--- config.mk ---
export PLATFORM = sky130hd
export DESIGN_NAME = pipe_issue
export DESIGN_NICKNAME = d
export VERILOG_FILES = /design/src/rtl/pipe_pkg.sv /design/src/rtl/pipe_ififo.sv /design/src/rtl/pipe_issue.sv
export SDC_FILE = /design/constraint.sdc
export NUM_CORES = 1
export LEC_CHECK = 0
export ABC_AREA = 1
export BUFFER_PORTS_ARGS = -buffer_cell sky130_fd_sc_hd__buf_2
export CAP_MARGIN = 20
export CORE_MARGIN = 5
export CORE_UTILIZATION = 31
export CTS_CLUSTER_DIAMETER = 40
export DETAILED_ROUTE_END_ITERATION = 16
export SYNTH_ARGS = -nofsm -noshare
export SYNTH_HDL_FRONTEND = slang
export SYNTH_SLANG_ARGS = --single-unit
--- constraint.sdc ---
create_clock -name clk -period 3.5 [get_ports clk]
set_input_delay 0.7 -clock clk [delete_from_list [all_inputs] [get_ports clk]]
set_output_delay 0.7 -clock clk [all_outputs]
set_load 0.05 [all_outputs]
--- src/rtl/pipe_pkg.sv ---
// Shared widths, ALU function codes and instruction types for the pipelined ALU and its issue stage.
package pipe_pkg;

  localparam int unsigned REG_W  = 4;
  localparam int unsigned FUNC_W = 4;
  localparam int unsigned ADDR_W = 8;

  localparam logic [FUNC_W-1:0] ADD = 4'd0;
  localparam logic [FUNC_W-1:0] SUB = 4'd1;
  localparam logic [FUNC_W-1:0] MUL = 4'd2;
  localparam logic [FUNC_W-1:0] SLA = 4'd11;
  localparam logic [FUNC_W-1:0] NOP = 4'd15;

  typedef struct packed {
    logic [REG_W-1:0]  rs1;
    logic [REG_W-1:0]  rs2;
    logic [REG_W-1:0]  rd;
    logic [FUNC_W-1:0] func;
    logic [ADDR_W-1:0] addr;
  } instr_t;

  typedef struct packed {
    logic             v;
    logic [REG_W-1:0] rd;
  } sb_entry_t;

  // True when either source operand of the instruction names register r.
  function automatic logic reads_reg(input instr_t ins, input logic [REG_W-1:0] r);
    return (ins.rs1 == r) || (ins.rs2 == r);
  endfunction

endpackage

--- src/rtl/pipe_ififo.sv ---
// Synchronous instruction FIFO; pointers carry an extra MSB to tell full from empty.
module pipe_ififo
  import pipe_pkg::*;
#(
  parameter int unsigned DEPTH = 4
) (
  input  logic   clk,
  input  logic   rst_n,
  input  logic   push,
  input  logic   pop,
  input  instr_t din,
  output logic   full,
  output logic   empty,
  output instr_t head
);

  localparam int unsigned AW = $clog2(DEPTH);

  instr_t      mem_q [DEPTH];
  logic [AW:0] wptr_q, wptr_d;
  logic [AW:0] rptr_q, rptr_d;
  logic        do_push, do_pop;

  assign empty = (wptr_q == rptr_q);
  assign full  = (wptr_q[AW] != rptr_q[AW]) && (wptr_q[AW-1:0] == rptr_q[AW-1:0]);
  assign head  = mem_q[rptr_q[AW-1:0]];

  always_comb begin
    do_push = push && !full;
    do_pop  = pop && !empty;
    wptr_d  = wptr_q + {{AW{1'b0}}, do_push};
    rptr_d  = rptr_q + {{AW{1'b0}}, do_pop};
  end

  always_ff @(posedge clk or negedge rst_n) begin
    if (!rst_n) begin
      wptr_q <= '0;
      rptr_q <= '0;
    end else begin
      wptr_q <= wptr_d;
      rptr_q <= rptr_d;
    end
  end

  // Storage needs no reset: entries are only read between push and pop.
  always_ff @(posedge clk) begin
    if (do_push) begin
      mem_q[wptr_q[AW-1:0]] <= din;
    end
  end

endmodule

--- src/rtl/pipe_issue.sv ---
// Issue stage for the pipelined ALU: FIFO buffering plus RAW-hazard scoreboard with bubble insertion.
// Optional PIPE_ISSUE_STATS_EN adds saturating stall_cnt / issue_cnt counters.
module pipe_issue
  import pipe_pkg::*;
#(
  parameter int unsigned       DEPTH    = 4,
  parameter int unsigned       HAZ_WIN  = 2,
  parameter logic [FUNC_W-1:0] NOP_FUNC = NOP
) (
  input  logic              clk,
  input  logic              rst_n,
  input  logic              in_valid,
  output logic              in_ready,
  input  logic [REG_W-1:0]  in_rs1,
  input  logic [REG_W-1:0]  in_rs2,
  input  logic [REG_W-1:0]  in_rd,
  input  logic [FUNC_W-1:0] in_func,
  input  logic [ADDR_W-1:0] in_addr,
  output logic [REG_W-1:0]  rs1,
  output logic [REG_W-1:0]  rs2,
  output logic [REG_W-1:0]  rd,
  output logic [FUNC_W-1:0] func,
  output logic [ADDR_W-1:0] addr,
  output logic              issue_valid,
  output logic              hazard
`ifdef PIPE_ISSUE_STATS_EN
  ,
  output logic [15:0]       stall_cnt,
  output logic [15:0]       issue_cnt
`endif
);

  localparam instr_t OutRst = '{rs1: '0, rs2: '0, rd: '0, func: NOP_FUNC, addr: '0};

  instr_t                  in_instr, head;
  instr_t                  out_q, out_d;
  logic                    issue_valid_q, issue_valid_d;
  sb_entry_t [HAZ_WIN-1:0] sb_q, sb_d;
  logic                    full, empty, issue;

  assign in_instr = '{rs1: in_rs1, rs2: in_rs2, rd: in_rd, func: in_func, addr: in_addr};
  assign in_ready = !full;

  pipe_ififo #(
    .DEPTH(DEPTH)
  ) u_fifo (
    .clk  (clk),
    .rst_n(rst_n),
    .push (in_valid && in_ready),
    .pop  (issue),
    .din  (in_instr),
    .full (full),
    .empty(empty),
    .head (head)
  );

  // The pipe has no forwarding, so any live in-flight rd read by the head must wait.
  always_comb begin
    hazard = 1'b0;
    for (int i = 0; i < int'(HAZ_WIN); i++) begin
      if (sb_q[i].v && reads_reg(head, sb_q[i].rd)) begin
        hazard = 1'b1;
      end
    end
    if (empty) begin
      hazard = 1'b0;
    end
  end

  assign issue = !empty && !hazard;

  always_comb begin
    out_d         = out_q;
    out_d.func    = NOP_FUNC;
    issue_valid_d = 1'b0;
    sb_d[0]       = '{v: 1'b0, rd: '0};
    if (issue) begin
      out_d         = head;
      issue_valid_d = 1'b1;
      sb_d[0]       = '{v: 1'b1, rd: head.rd};
    end
    for (int i = 1; i < int'(HAZ_WIN); i++) begin
      sb_d[i] = sb_q[i-1];
    end
  end

  always_ff @(posedge clk or negedge rst_n) begin
    if (!rst_n) begin
      out_q         <= OutRst;
      issue_valid_q <= 1'b0;
      sb_q          <= '0;
    end else begin
      out_q         <= out_d;
      issue_valid_q <= issue_valid_d;
      sb_q          <= sb_d;
    end
  end

  assign rs1         = out_q.rs1;
  assign rs2         = out_q.rs2;
  assign rd          = out_q.rd;
  assign func        = out_q.func;
  assign addr        = out_q.addr;
  assign issue_valid = issue_valid_q;

`ifdef PIPE_ISSUE_STATS_EN
  logic [15:0] stall_cnt_q, stall_cnt_d;
  logic [15:0] issue_cnt_q, issue_cnt_d;

  // Only hazard bubbles count as stalls; an empty FIFO is starvation, not a stall.
  always_comb begin
    stall_cnt_d = stall_cnt_q;
    issue_cnt_d = issue_cnt_q;
    if (hazard && (stall_cnt_q != 16'hFFFF)) begin
      stall_cnt_d = stall_cnt_q + 16'd1;
    end
    if (issue && (issue_cnt_q != 16'hFFFF)) begin
      issue_cnt_d = issue_cnt_q + 16'd1;
    end
  end

  always_ff @(posedge clk or negedge rst_n) begin
    if (!rst_n) begin
      stall_cnt_q <= '0;
      issue_cnt_q <= '0;
    end else begin
      stall_cnt_q <= stall_cnt_d;
      issue_cnt_q <= issue_cnt_d;
    end
  end

  assign stall_cnt = stall_cnt_q;
  assign issue_cnt = issue_cnt_q;
`endif

endmodule

# Word level (Yosys, flattened, before mapping)

Memories as Yosys holds them, arrays and structs flattened.
Index checks and enable logic that the tools add are counted.

$add $sub $neg: 2
Equality and inequality tests: 7
Multiplexer cells: 8
Reduce and logical (&&, ||, !) cells: 12

Operators with widths:

| cell                  | number |
|---|---|
| equality test 4 bit   | 4 |
| two-way mux 12 bit    | 1 |
| logical AND 1 bit     | 7 |
| adder 3 x 1 -> 3 bit  | 2 |
| two-way mux 1 bit     | 6 |
| two-way mux 5 bit     | 1 |
| equality test 3 bit   | 1 |
| logical NOT 1 bit     | 3 |
| equality test 2 bit   | 1 |
| logical OR 1 bit      | 2 |
| inequality test 1 bit | 1 |

Register bits after elaboration: 41
RAM bits: 96
Logic and storage cells: 42
Memories: 1

Memory list:

| name         | depth | width | rd ports | clocked after Yosys merged registers in | wr ports | RTL line         | text |
|---|---|---|---|---|---|---|---|
| u_fifo.mem_q | 4     | 24    | 1        | 0                                       | 1        | pipe_ififo.sv:19 | `instr_t mem_q [DEPTH];` |

# Logic depth before layout (Yosys ltp)

An unclocked memory read counts as a cell.

Depth after elaboration: 11
Mapped depth: 17

# By module

From an unflattened synthesis, not the netlist that was laid out.

Cells, all modules: 470
Area, all modules: 5820.6 µm²

Modules (own cells, without submodules):

| module     | times used | cells each | area an instance (µm²) |
|---|---|---|---|
| pipe_ififo | 1          | 271        | 4200.3 |
| pipe_issue | 1          | 199        | 1620.3 |

# Worst setup path before layout

OpenSTA, ideal clock, no wires.

Kind: register -> register
Start point: reg u_fifo.rptr_q[0]
End point: mem u_fifo.mem_q[1][0] (netlist bit), enable pin
Arrival: 2.914 ns
Data required time: 3.065 ns
Path slack: 0.151 ns
Stages on the path, launching flop included: 8
Path buffers: 1
Period minus slack after synthesis: 3.349 ns
Cells stage by stage: dfrtp_1 inv_2 buf_2 nand2_1 nand4_1 or2_2 nand2_1 nor3_1

Longest elaborated chain between the ends: 7

Ends and longest elaborated chain:

| element                                     | RTL line         | text |
|---|---|---|
| start: declaration                          | pipe_ififo.sv:21 | `logic [AW:0] rptr_q, rptr_d;` |
| start signal: assignment                    | pipe_ififo.sv:41 | `rptr_q <= rptr_d;` |
| equality test 2 bit (*)                     | pipe_ififo.sv:25 | `assign full = (wptr_q[AW] != rptr_q[AW]) && (wptr_q[AW-1:0] == rptr_q[AW-1:0]);` |
| logical AND 1 bit (*)                       | pipe_ififo.sv:25 |  |
| logical NOT 1 bit (*)                       | pipe_issue.sv:42 | `assign in_ready = !full;` |
| net in_ready                                | pipe_issue.sv:13 | `output logic in_ready,` |
| logical AND 1 bit                           | pipe_issue.sv:49 | `.push (in_valid && in_ready),` |
| logical AND 1 bit (*)                       | pipe_ififo.sv:29 | `do_push = push && !full;` |
| two-way mux 1 bit (*)                       | pipe_ififo.sv:47 | `if (do_push) begin` |
| two-way mux 1 bit (not written as such) (*) | pipe_ififo.sv:48 | `mem_q[wptr_q[AW-1:0]] <= din;` |
| end: declaration                            | pipe_ififo.sv:19 |  |

Mark *: on every way through the listed nets, which the timed path passes. The rest lies on a longest branch.

# Final worst setup path

Start point: reg u_fifo.rptr_q[1]
End point: out hazard

Longest elaborated chain between the ends: 7
Elaborated cells on any way between the ends: 13
Classes of those cells: 5 x eq/ne; 3 x mux; 4 x reduce/logical; 1 x memory

Ends and longest elaborated chain:

| element                        | RTL line         | text |
|---|---|---|
| memory (4 x 24 bit)            | -                |  |
| equality test 4 bit            | pipe_pkg.sv:29   | `return (ins.rs1 == r) \|\| (ins.rs2 == r);` |
| logical OR 1 bit               | pipe_pkg.sv:29   |  |
| logical AND 1 bit              | pipe_issue.sv:61 | `if (sb_q[i].v && reads_reg(head, sb_q[i].rd)) begin` |
| two-way mux 1 bit (2 in a row) | pipe_issue.sv:61 |  |
| two-way mux 1 bit (*)          | pipe_issue.sv:65 | `if (empty) begin` |
| end: declaration               | pipe_issue.sv:25 | `output logic hazard` |

Mark *: on every way between the ends. The rest lies on a longest branch, timed or not.

==> run_results.csv <==
group,metric,value,unit
run_status,status,"completed",
final_layout,fin_nets,571,
final_layout,area_growth_syn_to_layout,21.92,%
logic_synthesis,synth.top_cell.area_share,0.5282,
timing,rsz0062_at_grt,"false",
final_layout,multi_input_area,1368,um2
critical_path,critical_path_required,2.80,ns
timing,finalSetupViolations,0,
place,io_buffers,53,
floorplanning,fp.dieW,142.7,um
final_layout,layout-drive-gt1-share,0.1971,
global_route,grt_max_degree,51,
logic_synthesis,synthAdderAreaFrac,0.009170,
logic_synthesis,synth_top_family_by_area,"simple AND/OR/NAND/NOR gates",
route,wl_per_cell,16.21,um
logic_synthesis,async_flop_share,0.2941,
logic_synthesis,ys_top_cells_by_area,"edfxtp_1, dfrtp_1, nand2_1",
final_layout,fill_cells,1672,
logic_synthesis,synth_nets,511,
logic_synthesis,synthMuxAreaShare,0,
logic_synthesis,synth_seq_cells,136,
route,drt_first_iter_violations,171,
timing,fin_skew,0.008734,ns
hold_path,hold_class,"input port to asynchronous set/reset pin",
logic_synthesis,synthCells,480,
timing,drv_slew,0,
cts,clk-insertion-delay-late,0.42,ns
timing,tightestPinTransition,0.9608,ns
critical_path,reg2reg_from,"u_fifo.rptr_q[1]",
critical_path,start_kind,"register",
route,vias_per_cell,4.689,
timing,finalSetupTns,0,ns
global_route,grtUsageTotal,0.1314,
timing,hold_violations,0,
timing,fin_crit_sh,0.9041,
logic_synthesis,synth_compound_area_frac,0.04356,
cts,clkSinkCount,136,
final_layout,antennaDiodeCount,0,
logic_synthesis,yosys.area.top_type,"edfxtp_1",
cts,cts_buffers,17,
critical_path,rrSetupSlack,0.85,ns
cts,cts_max_level,4,
critical_path,cp-end-kind,"output port",
floorplanning,ios,54,
logic_synthesis,synth-xor-area-share,0.004814,
floorplanning,initial_utilization,0.3155,
logic_synthesis,ys_warn_count,0,
route,drtAntennaViolNets,0,
logic_synthesis,netlist_area,5458,um2
final_layout,finish.utilization,0.3847,
floorplanning,core,17300,um2
logic_synthesis,synth-simple-area-share,0.1894,
route,vias,3648,
cts,postCtsHoldBufs,0,
run,maxCapViolCount,0,
timing,fmax,316.0,MHz
critical_path,rr_endpoint,"u_fifo.rptr_q[2]",
floorplanning,num_rows,48,
critical_path,worst_ep_arrival_time,2.46,ns
critical_path,reg2regPathDepth,15,
critical_path,path_max_fanout,29,
global_route,overflow,0,
route,dr.pass1.iters,4,
timing,relSlewSlack,0.3595,
logic_synthesis,syn_area_per_cell,11.37,um2
final_layout,register_area,3889,um2
logic_synthesis,synth_flop_cell,"edfxtp_1",
logic_synthesis,yosysMostFrequentCell,"nand2_1",
logic_synthesis,synth_edf_count,96,
logic_synthesis,synth_common_cells,"nand2_1, edfxtp_1, nor2_1",
place,hpwl,8.155,mm
cts,cts_buffer_depth,2,
route,drc_errors,0,
global_route,grt_pass1_wl,20.08,mm
timing,layout_min_cycle_time,3.164,ns
floorplanning,dieArea,20360,um2
place,place_congestion,0.8674,
cts,path_clk_slew,0.06,ns
logic_synthesis,ys_seq_area_frac,0.7125,
global_route,first_global_vias,3830,
cts,cts_tree,"built",
logic_synthesis,synth.distinct_cells,26,
cts,cts-root-buf,"clkbuf_16",
global_route,antenna_found_initial,1,
critical_path,path_class,"register to output port",
route,wl,12.61,mm
floorplanning,fp.dieH,142.7,um
==> how the worst max path moves through the flow <==
stage,start,endpoint,slack [ns],depth (start not counted)
after detailed placement,u_fifo.rptr_q[0],hazard,0.71,12
after global routing,u_fifo.rptr_q[1],hazard,0.08,12
final,u_fifo.rptr_q[1],hazard,0.34,10
after global placement,u_fifo.rptr_q[0],hazard,0.73,12
after CTS,u_fifo.rptr_q[0],hazard,0.24,12
after floorplan,u_fifo.rptr_q[0],u_fifo.mem_q[1][0],0.15,7
==> registers in the layout, summed over array words and instances, names as in the netlist <==
signal and cells:
u_fifo.rptr_q 3, sb_d 4, issue_valid 1, rs1 4, func 4, u_fifo.wptr_q 3, rd 4, u_fifo.mem_q 96
sb_q 5, addr 8, rs2 4
==> stage by stage <==
step           setup slack, ns  instance area, um2  std cells  hold slack (ns)
3_3_place_gp            0.7298                5991        746           0.4324
2_1_floorplan           0.1509                5458        480           0.3946
5_1_grt                0.07610                6654        778           0.4637
3_5_place_dp            0.7108                5991        746           0.4308
6_report                0.3355                6654        778           0.4292
4_1_cts                 0.2421                6648        778           0.4380
==> layout by cell type, fill, tap and decap left out, types with 4 or more instances in the layout <==
cell type,n
nand2_1,145
edfxtp_1,96
buf_2,53
nor2_1,38
dfrtp_1,36
nand3_1,32
inv_1,24
o21ai_0,24
nand4_1,21
clkbuf_16,17
buf_4,10
o22ai_1,8
bufinv_16,5
a21oi_1,4
a32o_1,4
nor3_2,4
ha_1,4
dfstp_2,4
==> metal layers <==
metal,GRT usage,part of all wire
met1,0.1523,0.43
met2,0.2221,0.50
met3,0.05057,0.054
met4,0.04802,0.016
met5,0,0.00056
==> worst max-delay path, cell delays in order, from the launching register on <==
cell,delay [ns]
dfrtp_1,0.38
inv_2,0.44
nand3_1,0.23
nand3_1,0.15
nand2_1,0.07
nor2_1,0.11
nand2_1,0.05
nand2_1,0.08
nand2_2,0.05
a21boi_1,0.19
buf_2,0.30
==> logic make-up (layout without fill, tap and decap cells) <==
logic type,after synthesis,in the layout
AO/OA/AOI/OAI,41,41
XOR/XNOR,3,3
adder cells (fa/ha/maj),4,4
buffers and inverters,51,124
flip-flops,136,136
AND/OR/NAND/NOR,245,245
==> timing repair <==
action / in CTS / in global routing
setup buffers: 0 / 0
endpoints found under the setup margin: 0 / 1
hold endpoints to repair: 0 / 0
resized for setup: 0 / 3
==> layout make-up <==
class | count | share of cell area
clock inverters | 14 | 0.03272
inverters | 28 | 0.01617
repair buffers | 64 | 0.05284
multi-input cells | 293 | 0.2055
well taps | 225 | 0.04231
flip-flops and latches | 136 | 0.5844
clock buffers | 18 | 0.06600
Power is left out: the tool's default activity adds up to more than one toggle a clock period on the data nets, which glitch-free logic cannot reach.
